$ cat config.mk
export PLATFORM = sky130hd
export DESIGN_NAME = servix_rst_seq
export DESIGN_NICKNAME = d
export VERILOG_FILES = /design/src/rtl/servix_rst_seq.sv
export SDC_FILE = /design/constraint.sdc
export NUM_CORES = 1
export LEC_CHECK = 0
export CELL_PAD_IN_SITES_DETAIL_PLACEMENT = 0
export CELL_PAD_IN_SITES_GLOBAL_PLACEMENT = 1
export CORE_ASPECT_RATIO = 0.9
export CORE_MARGIN = 2
export CORE_UTILIZATION = 41
export CTS_CLUSTER_SIZE = 30
export DETAILED_ROUTE_END_ITERATION = 16
export DONT_BUFFER_PORTS = 1
export GPL_ROUTABILITY_DRIVEN = 0
export HOLD_SLACK_MARGIN = 0.02
export PLACE_DENSITY_LB_ADDON = 0.1
export SLEW_MARGIN = 20
export SYNTH_ARGS = -nofsm -noshare
export SYNTH_HDL_FRONTEND = slang
export SYNTH_SLANG_ARGS = --single-unit
$ cat constraint.sdc
create_clock -name i_clk -period 1.45 [get_ports i_clk]
set_input_delay 0.145 -clock i_clk [delete_from_list [all_inputs] [get_ports i_clk]]
set_output_delay 0.145 -clock i_clk [all_outputs]
set_load 0.02 [all_outputs]
$ cat src/rtl/servix_rst_seq.sv
// servix_rst_seq: ordered reset release for the servix SoC.
// Waits for PLL lock to be stable for STRETCH_CYCLES, releases the peripheral
// reset, then the core reset STAGGER_CYCLES later. Any lock loss reasserts both.
// Optional feature macro: SERVIX_RST_SEQ_LOSS_CNT_EN (adds o_loss_cnt).
module servix_rst_seq #(
    parameter int unsigned STRETCH_CYCLES = 16,
    parameter int unsigned STAGGER_CYCLES = 8,
    parameter int unsigned SYNC_STAGES    = 2,
    parameter int unsigned CNT_W          = 8
) (
    input  logic             i_clk,
    input  logic             i_rst_n,
    input  logic             i_locked,
    input  logic             i_clr_lost,
    output logic             o_rst_periph,
    output logic             o_rst,
    output logic             o_ready,
    output logic             o_lock_lost,
`ifdef SERVIX_RST_SEQ_LOSS_CNT_EN
    output logic [CNT_W-1:0] o_loss_cnt,
`endif
    output logic [2:0]       o_state
);

    typedef enum logic [2:0] {
        S_RESET   = 3'd0,
        S_WAIT    = 3'd1,
        S_STRETCH = 3'd2,
        S_STAGGER = 3'd3,
        S_RUN     = 3'd4
    } state_t;

    localparam logic [CNT_W-1:0] STRETCH_LAST = CNT_W'(STRETCH_CYCLES - 1);
    localparam logic [CNT_W-1:0] STAGGER_LAST = CNT_W'(STAGGER_CYCLES - 1);

    state_t                 r_state;
    logic [CNT_W-1:0]       r_cnt;
    logic [SYNC_STAGES-1:0] r_sync;
    logic                   r_rst_periph;
    logic                   r_rst;
    logic                   r_ready;
    logic                   r_lock_lost;
    logic                   w_locked_s;
    logic                   w_loss;

    assign w_locked_s = r_sync[SYNC_STAGES-1];
    assign w_loss     = (r_state == S_RUN) && !w_locked_s;

    // Synchronize the asynchronous PLL lock into the i_clk domain.
    always_ff @(posedge i_clk or negedge i_rst_n) begin
        if (!i_rst_n) begin
            r_sync <= '0;
        end else begin
            r_sync <= {r_sync[SYNC_STAGES-2:0], i_locked};
        end
    end

    // Sequencer FSM; outputs are registered alongside the next state.
    always_ff @(posedge i_clk or negedge i_rst_n) begin
        if (!i_rst_n) begin
            r_state      <= S_RESET;
            r_cnt        <= '0;
            r_rst_periph <= 1'b1;
            r_rst        <= 1'b1;
            r_ready      <= 1'b0;
        end else begin
            case (r_state)
                S_RESET: begin
                    r_state      <= S_WAIT;
                    r_cnt        <= '0;
                    r_rst_periph <= 1'b1;
                    r_rst        <= 1'b1;
                    r_ready      <= 1'b0;
                end
                S_WAIT: begin
                    r_cnt        <= '0;
                    r_rst_periph <= 1'b1;
                    r_rst        <= 1'b1;
                    r_ready      <= 1'b0;
                    if (w_locked_s) begin
                        r_state <= S_STRETCH;
                    end
                end
                S_STRETCH: begin
                    if (!w_locked_s) begin
                        r_state <= S_WAIT;
                        r_cnt   <= '0;
                    end else if (r_cnt == STRETCH_LAST) begin
                        r_state      <= S_STAGGER;
                        r_cnt        <= '0;
                        r_rst_periph <= 1'b0;
                    end else begin
                        r_cnt <= r_cnt + CNT_W'(1);
                    end
                end
                S_STAGGER: begin
                    if (!w_locked_s) begin
                        r_state      <= S_WAIT;
                        r_cnt        <= '0;
                        r_rst_periph <= 1'b1;
                        r_rst        <= 1'b1;
                    end else if (r_cnt == STAGGER_LAST) begin
                        r_state <= S_RUN;
                        r_cnt   <= '0;
                        r_rst   <= 1'b0;
                        r_ready <= 1'b1;
                    end else begin
                        r_cnt <= r_cnt + CNT_W'(1);
                    end
                end
                S_RUN: begin
                    if (!w_locked_s) begin
                        r_state      <= S_WAIT;
                        r_cnt        <= '0;
                        r_rst_periph <= 1'b1;
                        r_rst        <= 1'b1;
                        r_ready      <= 1'b0;
                    end
                end
                default: begin
                    r_state      <= S_RESET;
                    r_cnt        <= '0;
                    r_rst_periph <= 1'b1;
                    r_rst        <= 1'b1;
                    r_ready      <= 1'b0;
                end
            endcase
        end
    end

    // Sticky lock-loss flag; a new loss wins over a simultaneous clear.
    always_ff @(posedge i_clk or negedge i_rst_n) begin
        if (!i_rst_n) begin
            r_lock_lost <= 1'b0;
        end else if (w_loss) begin
            r_lock_lost <= 1'b1;
        end else if (i_clr_lost) begin
            r_lock_lost <= 1'b0;
        end
    end

`ifdef SERVIX_RST_SEQ_LOSS_CNT_EN
    logic [CNT_W-1:0] r_loss_cnt;

    // Saturating lock-loss counter; a loss coinciding with a clear yields 1.
    always_ff @(posedge i_clk or negedge i_rst_n) begin
        if (!i_rst_n) begin
            r_loss_cnt <= '0;
        end else if (w_loss) begin
            if (i_clr_lost) begin
                r_loss_cnt <= CNT_W'(1);
            end else if (r_loss_cnt != '1) begin
                r_loss_cnt <= r_loss_cnt + CNT_W'(1);
            end
        end else if (i_clr_lost) begin
            r_loss_cnt <= '0;
        end
    end

    assign o_loss_cnt = r_loss_cnt;
`endif

    assign o_rst_periph = r_rst_periph;
    assign o_rst        = r_rst;
    assign o_ready      = r_ready;
    assign o_lock_lost  = r_lock_lost;
    assign o_state      = r_state;

endmodule
==> summary.md, run 1 <==
| Metric | Value |
|---|---|
| Status | `finished with violations` |
| Failing checks | `setup timing` |
| CTS root buf | `clkbuf_4` |
| R2R depth | `5` |
| Initial drt markers | `6` |
| Layout cells sized above 1 | `27.0%` |
| Data arrival, critical path | `1.82 ns` |
| CP Launch Type | `register` |
| NetSw | `0.236 mW` |
| Largest net degree at the start of global routing | `18` |
| Post-synthesis sequential area ratio | `50.0%` |
| First-pass GRT wire length | `3150 um` |
| Count of input and output buffers | `0` |
| Switch share | `27.1%` |
| Dominant synthesized flop cell | `dfrtp_1` |
| Worst r2r dst | `o_rst_periph$_DFFE_PN1P_` |
| Total I/O pin count | `11` |
| Clock Skew | `0.0107 ns` |
| Post-synth cell types | `34` |
| CTS max path bufs | `2` |
| Achievable Freq | `631 MHz` |
| Post-synth EDFFs | `0` |
| Ys Warns | `0` |
| Crit-path max FO | `3` |
| H-tree depth | `1` |
| GRT Total Usage | `18.3%` |
| Crit path time final | `1.59 ns` |
| Routed vias/inst | `5.40` |
| LEAKAGE | `0.493 nW` |
| Starting Density | `43.8%` |
| Hold WC Path Type | `in -> async` |
| Leading area contributor after synthesis | `dfrtp_1` |
| Max Cap Violations | `0` |
| CP endpoint kind | `register` |
| Syn_nets | `97` |
| TritonRoute pass-1 iters | `4` |
| # clock sinks | `17` |
| Antenna Cells | `0` |
| Final period utilization | `109%` |
| Total CTS buffers | `3` |
| Synth top area cells | `dfrtp_1 44%, dfstp_2 6.1%, nand2_1 4.8%` |
| Initial antenna violation count | `0` |
| Synth async-reset ratio | `100%` |
| Commonest non-fill, non-tap cell in the layout | `buf_4` |
| Wire per inst | `13.7 um` |
| DPL Wire Length | `1340 um` |
| Syn Std Cell Area | `856 um^2` |
| Worst flop-to-flop path startpoint | `r_cnt[5]$_DFFE_PN0N_` |
| Global route overflow | `0` |
| Syn avg cell area | `9.30 um^2` |
| Flop2flop setup slack | `-0.14 ns` |
| Die height | `47.3 um` |
| Power per cell area | `802 nW/um^2` |
| DRT antenna net count | `0` |
| Hold_ws | `0.354 ns` |
| CTS clk-pin slew, worst paths | `0.11 ns` |
| Post-route DRC | `0` |
| Max-slew violation count | `0` |
| Via count | `734` |
| Combinational power share | `12.1%` |
| Fin nets | `117` |
| DP Area | `988 um^2` |
| Share of Yosys cell area claimed by the top area cell type | `43.9%` |
| Actual slew at the worst max-slew pin | `0.781 ns` |
| Post-synthesis register bit count | `17` |
| Total internal power | `0.635 mW` |
| Final setup viols | `10` |
| Die area | `2470 um^2` |
| Synth Instances | `92` |
| Clk pwr share | `30.3%` |
| RSZ-0062 raised after global routing | `yes` |
| PnR worst setup slack | `-0.136 ns` |
| Die X | `52.2 um` |
| Max VDD drop | `469 uV` |
| Vias in the first global route | `695` |
| Synth-to-layout area growth | `27.0%` |
| Finished Cell Area | `1090 um^2` |
| Final Hold Viols | `0` |
| Core area | `1950 um^2` |
| Total wire length | `1860 um` |
| TritonCTS clock tree | `done` |
| Crit path required time | `1.68 ns` |
| Share of power burned in registers | `57.6%` |
| Most frequent cells in the layout | `15 x buf_4, 14 x dfrtp_1, 11 x nand2_1` |
| Crit path kind | `reg -> reg` |
| Worst-Skew Late Latency | `0.30 ns` |
| Cell Rows | `15` |
| Slew HR | `47.7%` |
==> worst max-delay path, stage by stage, from the launching register on <==
cell	delay [ns]
dfrtp_1	0.39
or3_4	0.40
buf_4	0.15
a2111oi_4	0.30
nand2_1	0.10
a21o_1	0.18
==> power groups by stage <==
stage / clock (mW) / sequential, mW / combinational [mW]
after CTS: 0.277 / 0.500 / 0.0980
after floorplan: 0 / 0.514 / 0.0474
after global routing: 0.300 / 0.504 / 0.117
after detailed placement: 0 / 0.509 / 0.0814
after global placement: 0 / 0.509 / 0.0825
final: 0.264 / 0.502 / 0.106
==> worst max path at each step <==
stage	to	from	cells past startpoint	slack, ns
floorplan	o_ready$_DFFE_PN0P_	r_cnt[5]$_DFFE_PN0N_	4	-0.07
finish	o_rst_periph$_DFFE_PN1P_	r_cnt[5]$_DFFE_PN0N_	5	-0.14
detailed placement	o_ready$_DFFE_PN0P_	r_cnt[5]$_DFFE_PN0N_	4	-0.07
global route	o_state[2]$_DFFE_PN0P_	r_cnt[5]$_DFFE_PN0N_	4	-0.17
CTS	o_ready$_DFFE_PN0P_	r_cnt[5]$_DFFE_PN0N_	4	-0.09
global placement	r_cnt[4]$_DFFE_PN0N_	r_cnt[5]$_DFFE_PN0N_	4	-0.07
==> synthesized netlist by cell type, drive strengths merged (2+ instances only) <==
library cell  instances
dfrtp                15
nand2                11
nand3                 7
o21ai                 7
inv                   5
nor2                  5
a21oi                 4
nor3                  4
and2                  3
clkbuf                3
or3                   3
a21o                  2
and3                  2
dfstp                 2
nand2b                2
xor2                  2
==> layout make-up <==
| type | instances | area, um^2 |
|---|---|---|
| inverters | 5 | 18.8 |
| multi-input cells | 67 | 438 |
| clock buffers | 3 | 22.5 |
| fillers | 178 | 865 |
| flip-flops and latches | 17 | 429 |
| clock inverters | 1 | 5.00 |
| repair buffers | 18 | 143 |
| well taps | 25 | 31.3 |
==> stage by stage <==
stage | instances | TNS [ns] | setup WS [ns] | power [mW] | utilization [%]
6_report | 136 | -0.913 | -0.136 | 0.872 | 55.7
5_1_grt | 136 | -1.23 | -0.172 | 0.922 | 55.7
4_1_cts | 135 | -0.613 | -0.0933 | 0.875 | 53.6
3_5_place_dp | 128 | -0.352 | -0.0707 | 0.590 | 50.6
3_3_place_gp | 128 | -0.345 | -0.0661 | 0.592 | 50.6
2_1_floorplan | 92 | -0.219 | -0.0725 | 0.561 | -
==> state kept, by name, indices dropped and copies added, names as in the netlist <==
register      cells
o_lock_lost       1
o_ready           1
o_state           3
r_cnt             8
o_rst             1
r_sync            2
o_rst_periph      1
==> layer usage <==
layer	share of wire [%]	vias up	global-route usage [%]
met4	0.64	0	4.62
li1	-	368	-
met2	42	11	27.1
met3	5.2	2	7.96
met5	0	-	0
met1	52	353	24.8
==> logic make-up after synthesis <==
group / after synthesis / synth area share [%]
and+or+nand+nor: 42 / 26.6
adders and majority gates: 1 / 1.46
buffers and inverters: 8 / 3.51
DFF: 17 / 50.0
muxes: 1 / 1.17
xor gates and xnor gates: 2 / 2.05
AOI/OAI and AO/OA: 21 / 15.2
==> repair_timing <==
item / CTS / global route
gates resized for setup: 0 / 7
buffers inserted: 0 / 1
pin swaps: 0 / 3
hold buffers: 3 / 0
endpoints found under the hold margin: 19 / 0
endpoints found under the setup margin: 10 / 10
Power figures use the tool's default switching activity.
==> inputs of run 2 (changes only) <==
--- a/config.mk
+++ b/config.mk
@@ -8,7 +8,7 @@
 export CELL_PAD_IN_SITES_DETAIL_PLACEMENT = 0
 export CELL_PAD_IN_SITES_GLOBAL_PLACEMENT = 1
 export CORE_ASPECT_RATIO = 0.9
-export CORE_MARGIN = 2
+export CORE_MARGIN = 10
 export CORE_UTILIZATION = 41
 export CTS_CLUSTER_SIZE = 30
 export DETAILED_ROUTE_END_ITERATION = 16
@@ -16,7 +16,7 @@
 export GPL_ROUTABILITY_DRIVEN = 0
 export HOLD_SLACK_MARGIN = 0.02
 export PLACE_DENSITY_LB_ADDON = 0.1
-export SLEW_MARGIN = 20
+export SLEW_MARGIN = 40
 export SYNTH_ARGS = -nofsm -noshare
 export SYNTH_HDL_FRONTEND = slang
 export SYNTH_SLANG_ARGS = --single-unit
==> summary.md, run 2 (synthesized netlist as in run 1, its figures left out) <==
| Metric | Value |
|---|---|
| Final Hold Viols | `0` |
| Crit path kind | `reg -> reg` |
| Vias in the first global route | `652` |
| Worst flop-to-flop path startpoint | `r_cnt[5]$_DFFE_PN0N_` |
| PnR worst setup slack | `-0.0944 ns` |
| Power per cell area | `799 nW/um^2` |
| Final setup viols | `10` |
| Wire per inst | `13.4 um` |
| Starting Density | `43.8%` |
| LEAKAGE | `0.485 nW` |
| Setup crit start | `r_cnt[5]$_DFFE_PN0N_` |
| Cell Rows | `15` |
| CP endpoint kind | `register` |
| Slowest CP cell | `or4_4` |
| Crit-path max FO | `3` |
| CP Launch Type | `register` |
| Levels on crit path | `4` |
| Largest Register | `r_cnt` |
| CTS root buf | `clkbuf_4` |
| Initial drt markers | `20` |
| Data arrival, critical path | `1.77 ns` |
| Total wire length | `1830 um` |
| Worst setup endpoint | `o_state[2]$_DFFE_PN0P_` |
| Total Neg Setup Slack | `-0.385 ns` |
| DP Area | `988 um^2` |
| Max Cap Violations | `0` |
| Routed vias/inst | `5.31` |
| Largest net degree at the start of global routing | `18` |
| Achievable Freq | `648 MHz` |
| # clock sinks | `17` |
| Slew HR | `74.8%` |
| Total CTS buffers | `3` |
| Count of input and output buffers | `0` |
| DRT antenna net count | `0` |
| TritonCTS clock tree | `done` |
| Crit path required time | `1.68 ns` |
| Crit path time final | `1.54 ns` |
| Buf+Inv Stages, Crit Path | `0` |
| First-pass GRT wire length | `2990 um` |
| TritonRoute pass-1 iters | `4` |
| GRT Total Usage | `8.91%` |
| Antenna Cells | `0` |
| Worst r2r dst | `o_state[2]$_DFFE_PN0P_` |
| H-tree depth | `1` |
| Clock Skew | `0.00422 ns` |
| CP max stage delay | `0.46 ns` |
| Most frequent cells in the layout | `14 x dfrtp_1, 14 x buf_4, 10 x nand2_1` |
| CTS clk-pin slew, worst paths | `0.10 ns` |
| Die X | `68.2 um` |
| Fillers | `187` |
| Top delay family on crit path | `simple AND/OR/NAND/NOR gates` |
| Post-CTS Setup Bufs | `0` |
| Synth-to-layout area growth | `24.3%` |
| DPL Wire Length | `1370 um` |
| Flop2flop setup slack | `-0.09 ns` |
| Hold WC Path Type | `in -> async` |
| Via count | `722` |
| Final period utilization | `107%` |
| Die area | `4320 um^2` |
| Power Total | `0.849 mW` |
| RSZ-0062 raised after global routing | `yes` |
| Global route overflow | `0` |
| CTS max path bufs | `2` |
| Fin nets | `117` |
| Cell Chain, Critical Path | `or3_4 > or4_4 > o21ai_2 > and2_1` |
| Finished Cell Area | `1060 um^2` |
| Post-route DRC | `0` |
| Max FFs per register | `8` |
| Actual slew at the worst max-slew pin | `0.378 ns` |
| R2R depth | `4` |
| Max-slew violation count | `0` |
| Layout cells sized above 1 | `25.2%` |
| Status | `finished with violations` |
| Max VDD drop | `560 uV` |
| Die height | `63.3 um` |
| Initial antenna violation count | `0` |
| Core area | `1950 um^2` |
| Worst-Skew Late Latency | `0.28 ns` |
| Total I/O pin count | `11` |
| Failing checks | `setup timing` |
-- run 2: cell types whose count changed in the layout (fill, tap and decap cells not counted), sizes merged --
cell	change
clkbuf	+1
clkinv	-1
-- run 2: worst register-to-register path: cells and delay by family (launching register included) --
kind             cells  cell delay, ns
AO/OA/AOI/OAI        1            0.12
flip-flops           1            0.39
AND/OR/NAND/NOR      3            0.97
-- run 2: routing by layer --
| layer | GRT usage [%] | vias up | wire length, um |
|---|---|---|---|
| met5 | 0 | - | 0 |
| met4 | 3.77 | 0 | 15 |
| met3 | 4.24 | 2 | 125 |
| met2 | 11.5 | 10 | 773 |
| met1 | 12.1 | 343 | 911 |
| li1 | - | 367 | - |
-- run 2: report_power, final --
part           switching (mW)  internal (mW)  leakage, nW
Clock                   0.141          0.107       0.0150
Combinational          0.0564         0.0442        0.251
Sequential             0.0147          0.486        0.219
-- run 2: cell type report --
| cell class | instances | area (um^2) | share of cell area [%] |
|---|---|---|---|
| sequential | 17 | 429 | 40.4 |
| clock buffer | 4 | 26.3 | 2.47 |
| inverter | 5 | 18.8 | 1.76 |
| multi-input combinational | 67 | 418 | 39.3 |
| timing repair buffer | 18 | 140 | 13.2 |
| tap | 25 | 31.3 | 2.94 |
-- run 2: how the worst min path moves through the flow --
stage	slack [ns]	to	from	cells after the start
final	0.30	r_cnt[7]$_DFFE_PN0N_	i_rst_n	2
after detailed placement	-0.15	o_lock_lost$_DFFE_PN0P_	i_rst_n	0
after global routing	0.32	r_cnt[7]$_DFFE_PN0N_	i_rst_n	2
after CTS	0.36	r_sync[1]$_DFF_PN0_	r_sync[0]$_DFF_PN0_	0
after global placement	-0.15	o_lock_lost$_DFFE_PN0P_	i_rst_n	0
after floorplan	-0.15	o_lock_lost$_DFFE_PN0P_	i_rst_n	0
-- run 2: through the flow --
stage               cells  utilization [%]  setup slack (ns)  hold WS, ns
floorplan              92                -           -0.0725       -0.151
global placement      128             50.6           -0.0507       -0.150
detailed placement    128             50.6           -0.0787       -0.150
CTS                   135             53.8           -0.0912        0.362
global route          136             54.5            -0.148        0.320
finish                136             54.5           -0.0944        0.296
-- run 2: timing repair --
| item | in CTS | in global routing |
|---|---|---|
| setup endpoints to repair | 8 | 11 |
| hold buffers | 3 | 1 |
| pin swaps | 1 | 1 |
| resized for setup | 1 | 4 |
| hold endpoints to repair | 19 | 15 |
